File: src/rtl/bytecode_fetch_pkg.sv
// rtl/bytecode_fetch_pkg.sv - shared constants and FSM encoding for the bytecode fetch unit
package bytecode_fetch_pkg;

  localparam int BF_ADDR_SIZE = 16;

  typedef enum logic [1:0] {
    BF_IDLE  = 2'd0,
    BF_RUN   = 2'd1,
    BF_DRAIN = 2'd2
  } bf_state_e;

endpackage

File: src/rtl/bytecode_fetch_byte_fifo.sv
// rtl/bytecode_fetch_byte_fifo.sv - DEPTH x 8 circular prefetch buffer with flush
module byte_fifo #(
  parameter int DEPTH = 4,
  parameter int PTR_W = 2
) (
  input  logic             clk,
  input  logic             reset,
  input  logic             flush,
  input  logic             push,
  input  logic [7:0]       push_data,
  input  logic             pop,
  output logic [7:0]       head_data,
  output logic [PTR_W:0]   count
);

  logic [7:0]     mem_q [DEPTH];
  logic [7:0]     mem_d [DEPTH];
  logic [PTR_W-1:0] wr_ptr_q, wr_ptr_d;
  logic [PTR_W-1:0] rd_ptr_q, rd_ptr_d;
  logic [PTR_W:0]   count_q, count_d;

  always_comb begin
    mem_d    = mem_q;
    wr_ptr_d = wr_ptr_q;
    rd_ptr_d = rd_ptr_q;
    count_d  = count_q;
    // flush wins over a same-cycle push so stale returns never land after a redirect
    if (flush) begin
      wr_ptr_d = '0;
      rd_ptr_d = '0;
      count_d  = '0;
    end else begin
      if (push) begin
        mem_d[wr_ptr_q] = push_data;
        wr_ptr_d        = wr_ptr_q + 1'b1;
      end
      if (pop) begin
        rd_ptr_d = rd_ptr_q + 1'b1;
      end
      case ({push, pop})
        2'b10:   count_d = count_q + 1'b1;
        2'b01:   count_d = count_q - 1'b1;
        default: count_d = count_q;
      endcase
    end
  end

  always_ff @(posedge clk or posedge reset) begin
    if (reset) begin
      for (int i = 0; i < DEPTH; i++) mem_q[i] <= '0;
      wr_ptr_q <= '0;
      rd_ptr_q <= '0;
      count_q  <= '0;
    end else begin
      mem_q    <= mem_d;
      wr_ptr_q <= wr_ptr_d;
      rd_ptr_q <= rd_ptr_d;
      count_q  <= count_d;
    end
  end

  assign head_data = mem_q[rd_ptr_q];
  assign count     = count_q;

endmodule

File: src/rtl/bytecode_fetch.sv
// rtl/bytecode_fetch.sv - streams bytecode from instruction RAM into a prefetch FIFO for the JIT FSM
module bytecode_fetch
  import bytecode_fetch_pkg::*;
#(
  parameter int ADDR_W = BF_ADDR_SIZE,
  parameter int DEPTH  = 4,
  parameter int PTR_W  = 2
) (
  input  logic              clk,
  input  logic              reset,
  input  logic              start,
  input  logic [ADDR_W-1:0] start_pc,
  input  logic [ADDR_W-1:0] end_pc,
  input  logic              consume,
  output logic              iram_rd,
  output logic [ADDR_W-1:0] iram_adr,
  input  logic [7:0]        iram_q,
  output logic [7:0]        iram_data,
  output logic [ADDR_W-1:0] head_pc,
  output logic              waiting,
  output logic              done
);

  localparam logic [PTR_W+1:0] DEPTH_L = (PTR_W+2)'(DEPTH);

  bf_state_e         state_q, state_d;
  logic [ADDR_W-1:0] fetch_pc_q, fetch_pc_d;
  logic [ADDR_W-1:0] end_pc_q, end_pc_d;
  logic [ADDR_W-1:0] head_pc_q, head_pc_d;
  logic              epoch_q, epoch_d;
  logic              inflight_q, inflight_d;
  logic              inflight_epoch_q, inflight_epoch_d;
  logic              done_q, done_d;

  logic [PTR_W:0]    count;
  logic [PTR_W+1:0]  occupancy;
  logic              pop, push, issue;

  byte_fifo #(.DEPTH(DEPTH), .PTR_W(PTR_W)) u_fifo (
    .clk       (clk),
    .reset     (reset),
    .flush     (start),
    .push      (push),
    .push_data (iram_q),
    .pop       (pop),
    .head_data (iram_data),
    .count     (count)
  );

  assign pop  = consume && (count != '0);
  // Only returns tagged with the current epoch belong to the active stream
  assign push = inflight_q && (inflight_epoch_q == epoch_q);

  // Credit check on post-pop occupancy including the read still in flight
  assign occupancy = (PTR_W+2)'(count) - (PTR_W+2)'(pop) + (PTR_W+2)'(inflight_q);
  assign issue     = (state_q == BF_RUN) && (occupancy < DEPTH_L) && (fetch_pc_q != end_pc_q);

  always_ff @(posedge clk or posedge reset) begin
    if (reset) begin
      state_q <= BF_IDLE;
    end else begin
      state_q <= state_d;
    end
  end

  always_comb begin
    state_d = state_q;
    if (start) begin
      state_d = BF_RUN;
    end else begin
      case (state_q)
        BF_RUN:   if (fetch_pc_q == end_pc_q) state_d = BF_DRAIN;
        BF_DRAIN: if (count == '0 && !inflight_q) state_d = BF_IDLE;
        default:  state_d = state_q;
      endcase
    end
  end

  always_comb begin
    fetch_pc_d       = fetch_pc_q;
    end_pc_d         = end_pc_q;
    head_pc_d        = head_pc_q;
    epoch_d          = epoch_q;
    inflight_d       = issue;
    inflight_epoch_d = epoch_q;
    done_d           = done_q;
    if (start) begin
      fetch_pc_d = start_pc;
      end_pc_d   = end_pc;
      head_pc_d  = start_pc;
      epoch_d    = ~epoch_q;
      done_d     = 1'b0;
    end else begin
      if (issue) fetch_pc_d = fetch_pc_q + ADDR_W'(1);
      if (pop)   head_pc_d  = head_pc_q + ADDR_W'(1);
      if (state_q == BF_DRAIN && state_d == BF_IDLE) done_d = 1'b1;
    end
  end

  always_ff @(posedge clk or posedge reset) begin
    if (reset) begin
      fetch_pc_q       <= '0;
      end_pc_q         <= '0;
      head_pc_q        <= '0;
      epoch_q          <= 1'b0;
      inflight_q       <= 1'b0;
      inflight_epoch_q <= 1'b0;
      done_q           <= 1'b0;
    end else begin
      fetch_pc_q       <= fetch_pc_d;
      end_pc_q         <= end_pc_d;
      head_pc_q        <= head_pc_d;
      epoch_q          <= epoch_d;
      inflight_q       <= inflight_d;
      inflight_epoch_q <= inflight_epoch_d;
      done_q           <= done_d;
    end
  end

  always_comb begin
    iram_rd  = issue;
    iram_adr = fetch_pc_q;
    head_pc  = head_pc_q;
    waiting  = (count == '0);
    done     = done_q;
  end

endmodule

File: config.mk
export PLATFORM = sky130hd
export DESIGN_NAME = bytecode_fetch
export DESIGN_NICKNAME = d
export VERILOG_FILES = /design/src/rtl/bytecode_fetch_pkg.sv /design/src/rtl/bytecode_fetch_byte_fifo.sv /design/src/rtl/bytecode_fetch.sv
export SDC_FILE = /design/constraint.sdc
export NUM_CORES = 1
export LEC_CHECK = 0
export CAP_MARGIN = 20
export CORE_MARGIN = 10
export CORE_UTILIZATION = 48
export CTS_BUF_LIST = sky130_fd_sc_hd__clkbuf_16
export CTS_CLUSTER_DIAMETER = 40
export DETAILED_ROUTE_END_ITERATION = 6
export GPL_ROUTABILITY_DRIVEN = 0
export PLACE_DENSITY = 0.77
export SYNTH_ARGS = -nofsm -noshare
export SYNTH_HDL_FRONTEND = slang
export SYNTH_SLANG_ARGS = --single-unit
export TNS_END_PERCENT = 100
File: constraint.sdc
create_clock -name clk -period 3.7 [get_ports clk]
set_clock_uncertainty 0.1 [all_clocks]
set_input_delay 1.11 -clock clk [delete_from_list [all_inputs] [get_ports clk]]
set_output_delay 1.11 -clock clk [all_outputs]
set_load 0.02 [all_outputs]
==> summary.md <==
| Metric | Value |
|---|---|
| N_diodes | `0` |
| Top cell type's share of synthesized area | `48.0%` |
| Post-route cell area | `around 0.0063 mm²` |
| Slew @ Worst Pin | `0.776 ns` |
| Failing checks | `negative setup slack` |
| Worst setup SP type | `input pin` |
| Starting Density | `about half` |
| Syn avg cell area | `between 10 and 15 µm²` |
| Synth Flop Type | `dfrtp_1` |
| Status | `finished with violations` |
| Clk Tree Root Cell | `clkbuf_16` |
| Final-stage net count | `just under 600` |
| Worst EP required | `around 2.5 ns` |
| Pins Over Slew Limit | `0` |
| Share of the clock period used by the worst path | `102%` |
| Sw frac | `a little over a third` |
| Max_cap viols | `0` |
| Yosys top cell by area | `dfrtp_1` |
| Fmax | `around 0.26 GHz` |
| Die width | `121 µm` |
| Clk_lat worst skew | `around 0.34 ns` |
| Area delta synth->final | `30.0%` |
| # rows | `36` |
| Routed WL per cell | `approximately 18 µm` |
| Share of cells above drive strength 1 | `a little over a fifth` |
| Initial DRC count | `roughly 260` |
| Vias in the first global route | `between 3000 and 4000` |
| Synth cell types | `50` |
| Sequential share of power | `37.7%` |
| Setup violation total in the final timing report | `1` |
| CORE AREA | `between 0.009 and 0.01 mm²` |
| H-tree Lvls | `3` |
| Gate power share | `between 40% and 50%` |
| Die H | `roughly 120 µm` |
| Total CTS buffers | `9` |
| Port Buf Inserts | `86` |
| Most frequent cells in the layout | `dfrtp_1, clkdlybuf4s50_1, mux2_2` |
| First-pass GRT wire length | `approximately 20000 µm` |
| Pre-antenna DRT Iters | `4` |
| Longest Clk Path Bufs | `2` |
| Worst Setup End Kind | `output port` |
| Final wirelength | `12300 µm` |
| Remaining global-route overflow | `0` |
| Internal power | `~2.6 mW` |
| Clock Power Share | `21.2%` |
| Worst EP arrival | `approximately 2.6 ns` |
| Sequential element share of the synthesized area | `48.0%` |
| Yosys warns | `0` |
| GRT Total Usage | `17.3%` |
| Setup Crit Path Kind | `in -> out` |
| Detailed placement HPWL | `approximately 9100 µm` |
| Power per cell area | `approximately 650 mW/mm²` |
| Fin crit period | `3.77 ns` |
| CTS sink count | `93` |
| Psw | `roughly 1.5 mW` |
| VDD IR max | `between 0.0003 and 0.0004 V` |
| EDFF count, synth | `0` |
| Clock Pin Slew Worst Setup and Hold Paths | `0.07 ns` |
| Worst-path fanout max | `2` |
| Initial antenna violation count | `0` |
| Hold Violations, Final | `0` |
| Worst slew margin | `between 40% and 50%` |
| Cell area after synthesis | `a little under 0.005 mm²` |
| Area after DPL | `0.00599 mm²` |
| #FFs+latches synth | `93` |
| P_leak | `~2.7 nW` |
| Syn nets | `roughly 480` |
| Min setup slack post-route | `-0.0745 ns` |
| Ys async rst share | `100%` |
| Antenna Nets Post-Route | `0` |
| Worst min-delay path class | `reg -> reg` |
| Most common cell after layout, fill and taps aside | `dfrtp_1` |
| RSZ-0062 raised after global routing | `true` |
| Vias per cell | `between 5 and 6` |
| Final Total Pwr | `between 4 and 5 mW` |
| # IOs | `87` |
| Cts hold-fix bufs | `0` |
| Die area | `0.0145 mm²` |
| CTS tree | `yes` |
| Pin count of the biggest net entering global routing | `between 50 and 60` |
| Via Count | `3751` |
| Remaining DRCs | `0` |
| Synthesized instance count | `427` |
| Synth top area cells | `dfrtp_1, mux2_2, xnor2_1, mux4_2, ha_1` |
[synthesized netlist by cell type, drive strengths merged, types with 2 or more instances]
cell	number
nand2b	2
or2	2
xnor2	25
nor3b	2
a21oi	16
nor4	5
mux4	8
o311a	7
mux2i	4
a311oi	4
a31o	3
nand4	20
a2bb2oi	2
a31oi	7
a221oi	2
nor2	29
ha	11
xor2	13
or4	2
and4	2
nand2	20
o31ai	3
a211oi	4
mux2	51
nor3	11
buf	9
clkbuf	9
o21ai	2
dfrtp	93
nand3	11
and3	8
inv	25
nand3b	2
nor2b	5
[through the flow]
stage          setup slack (ns)  instances  hold WS, ns  setup TNS [ns]  util (%)
2_1_floorplan          -0.00552        427        0.310        -0.00552         -
3_3_place_gp             -0.998        651        0.325           -1.10      61.0
3_5_place_dp              -1.08        651        0.326           -2.16      61.0
4_1_cts                  -0.110        669        0.341          -0.110      64.2
5_1_grt                  -0.136        670        0.364          -0.136      64.3
6_report                -0.0745        670        0.339         -0.0745      64.3
[final timing paths]
path	start	to	slack, ns	cells past startpoint
setup / recovery	consume	iram_rd	-0.07	11
hold / removal	epoch_q	inflight_epoch_q	0.34	0
setup reg to reg	u_fifo.count[2]	iram_adr[5]	0.78	15
hold reg to reg	epoch_q	inflight_epoch_q	0.34	0
max in group asynchronous	reset	end_pc_q[3]	1.89	3
min in group asynchronous	reset	u_fifo.mem_q[1]	0.96	2
[layout make-up]
type | count | area (µm²)
flip-flops and latches | 93 | 2330
multi-input cells | 291 | 2380
fillers | 784 | 3510
well taps | 133 | 166
inverters | 25 | 95.1
repair buffers | 112 | 1070
clock inverters | 7 | 50.0
clock buffers | 9 | 225
[repair_timing]
action	in CTS	in global routing
pin swaps	4	6
buffers inserted	2	1
gates resized for setup	15	0
endpoints found under the setup margin	1	1
[power by group through the flow]
stage          Clock (mW)  Combinational (mW)  Sequential, mW
6_report            0.868                1.68            1.55
3_3_place_gp            0                1.61            1.54
4_1_cts             0.880                1.70            1.54
5_1_grt             0.925                1.82            1.58
3_5_place_dp            0                1.66            1.56
2_1_floorplan           0               0.984            1.55
[worst max-delay path: stages]
cell	delay, ns
buf_8	0.07
o31ai_4	0.07
inv_2	0.08
ha_4	0.12
inv_2	0.04
ha_4	0.25
nand3b_1	0.11
a211o_1	0.31
nand3_2	0.10
and3_4	0.20
buf_6	0.11
[cell families after synthesis]
logic type                 Yosys count  synth area share, %
buffers and inverters               43                 3.69
xor gates and xnor gates            38                 6.86
DFF                                 93                 48.0
adders and majority gates           12                 3.25
AOI/OAI and AO/OA                   56                 8.56
muxes                               63                 16.4
and+or+nand+nor                    122                 13.3
[sequential cells by signal (all words and copies together) (netlist names)]
signal and flops:
u_fifo.rd_ptr_q 2, u_fifo.count 3, inflight_q 1, iram_adr 16, inflight_epoch_q 1, done 1
epoch_q 1, end_pc_q 16, state_q 2, u_fifo.mem_q 32, head_pc 16, u_fifo.wr_ptr_q 2
[routing by layer]
layer / track usage [%] / wire length [µm] / up-vias
li1: - / - / 1763
met1: 20.9 / 5400 / 1856
met2: 28.7 / 6030 / 112
met3: 4.98 / 726 / 20
met4: 6.11 / 189 / 0
met5: 0 / 0 / -
Power figures use the tool's default switching activity.
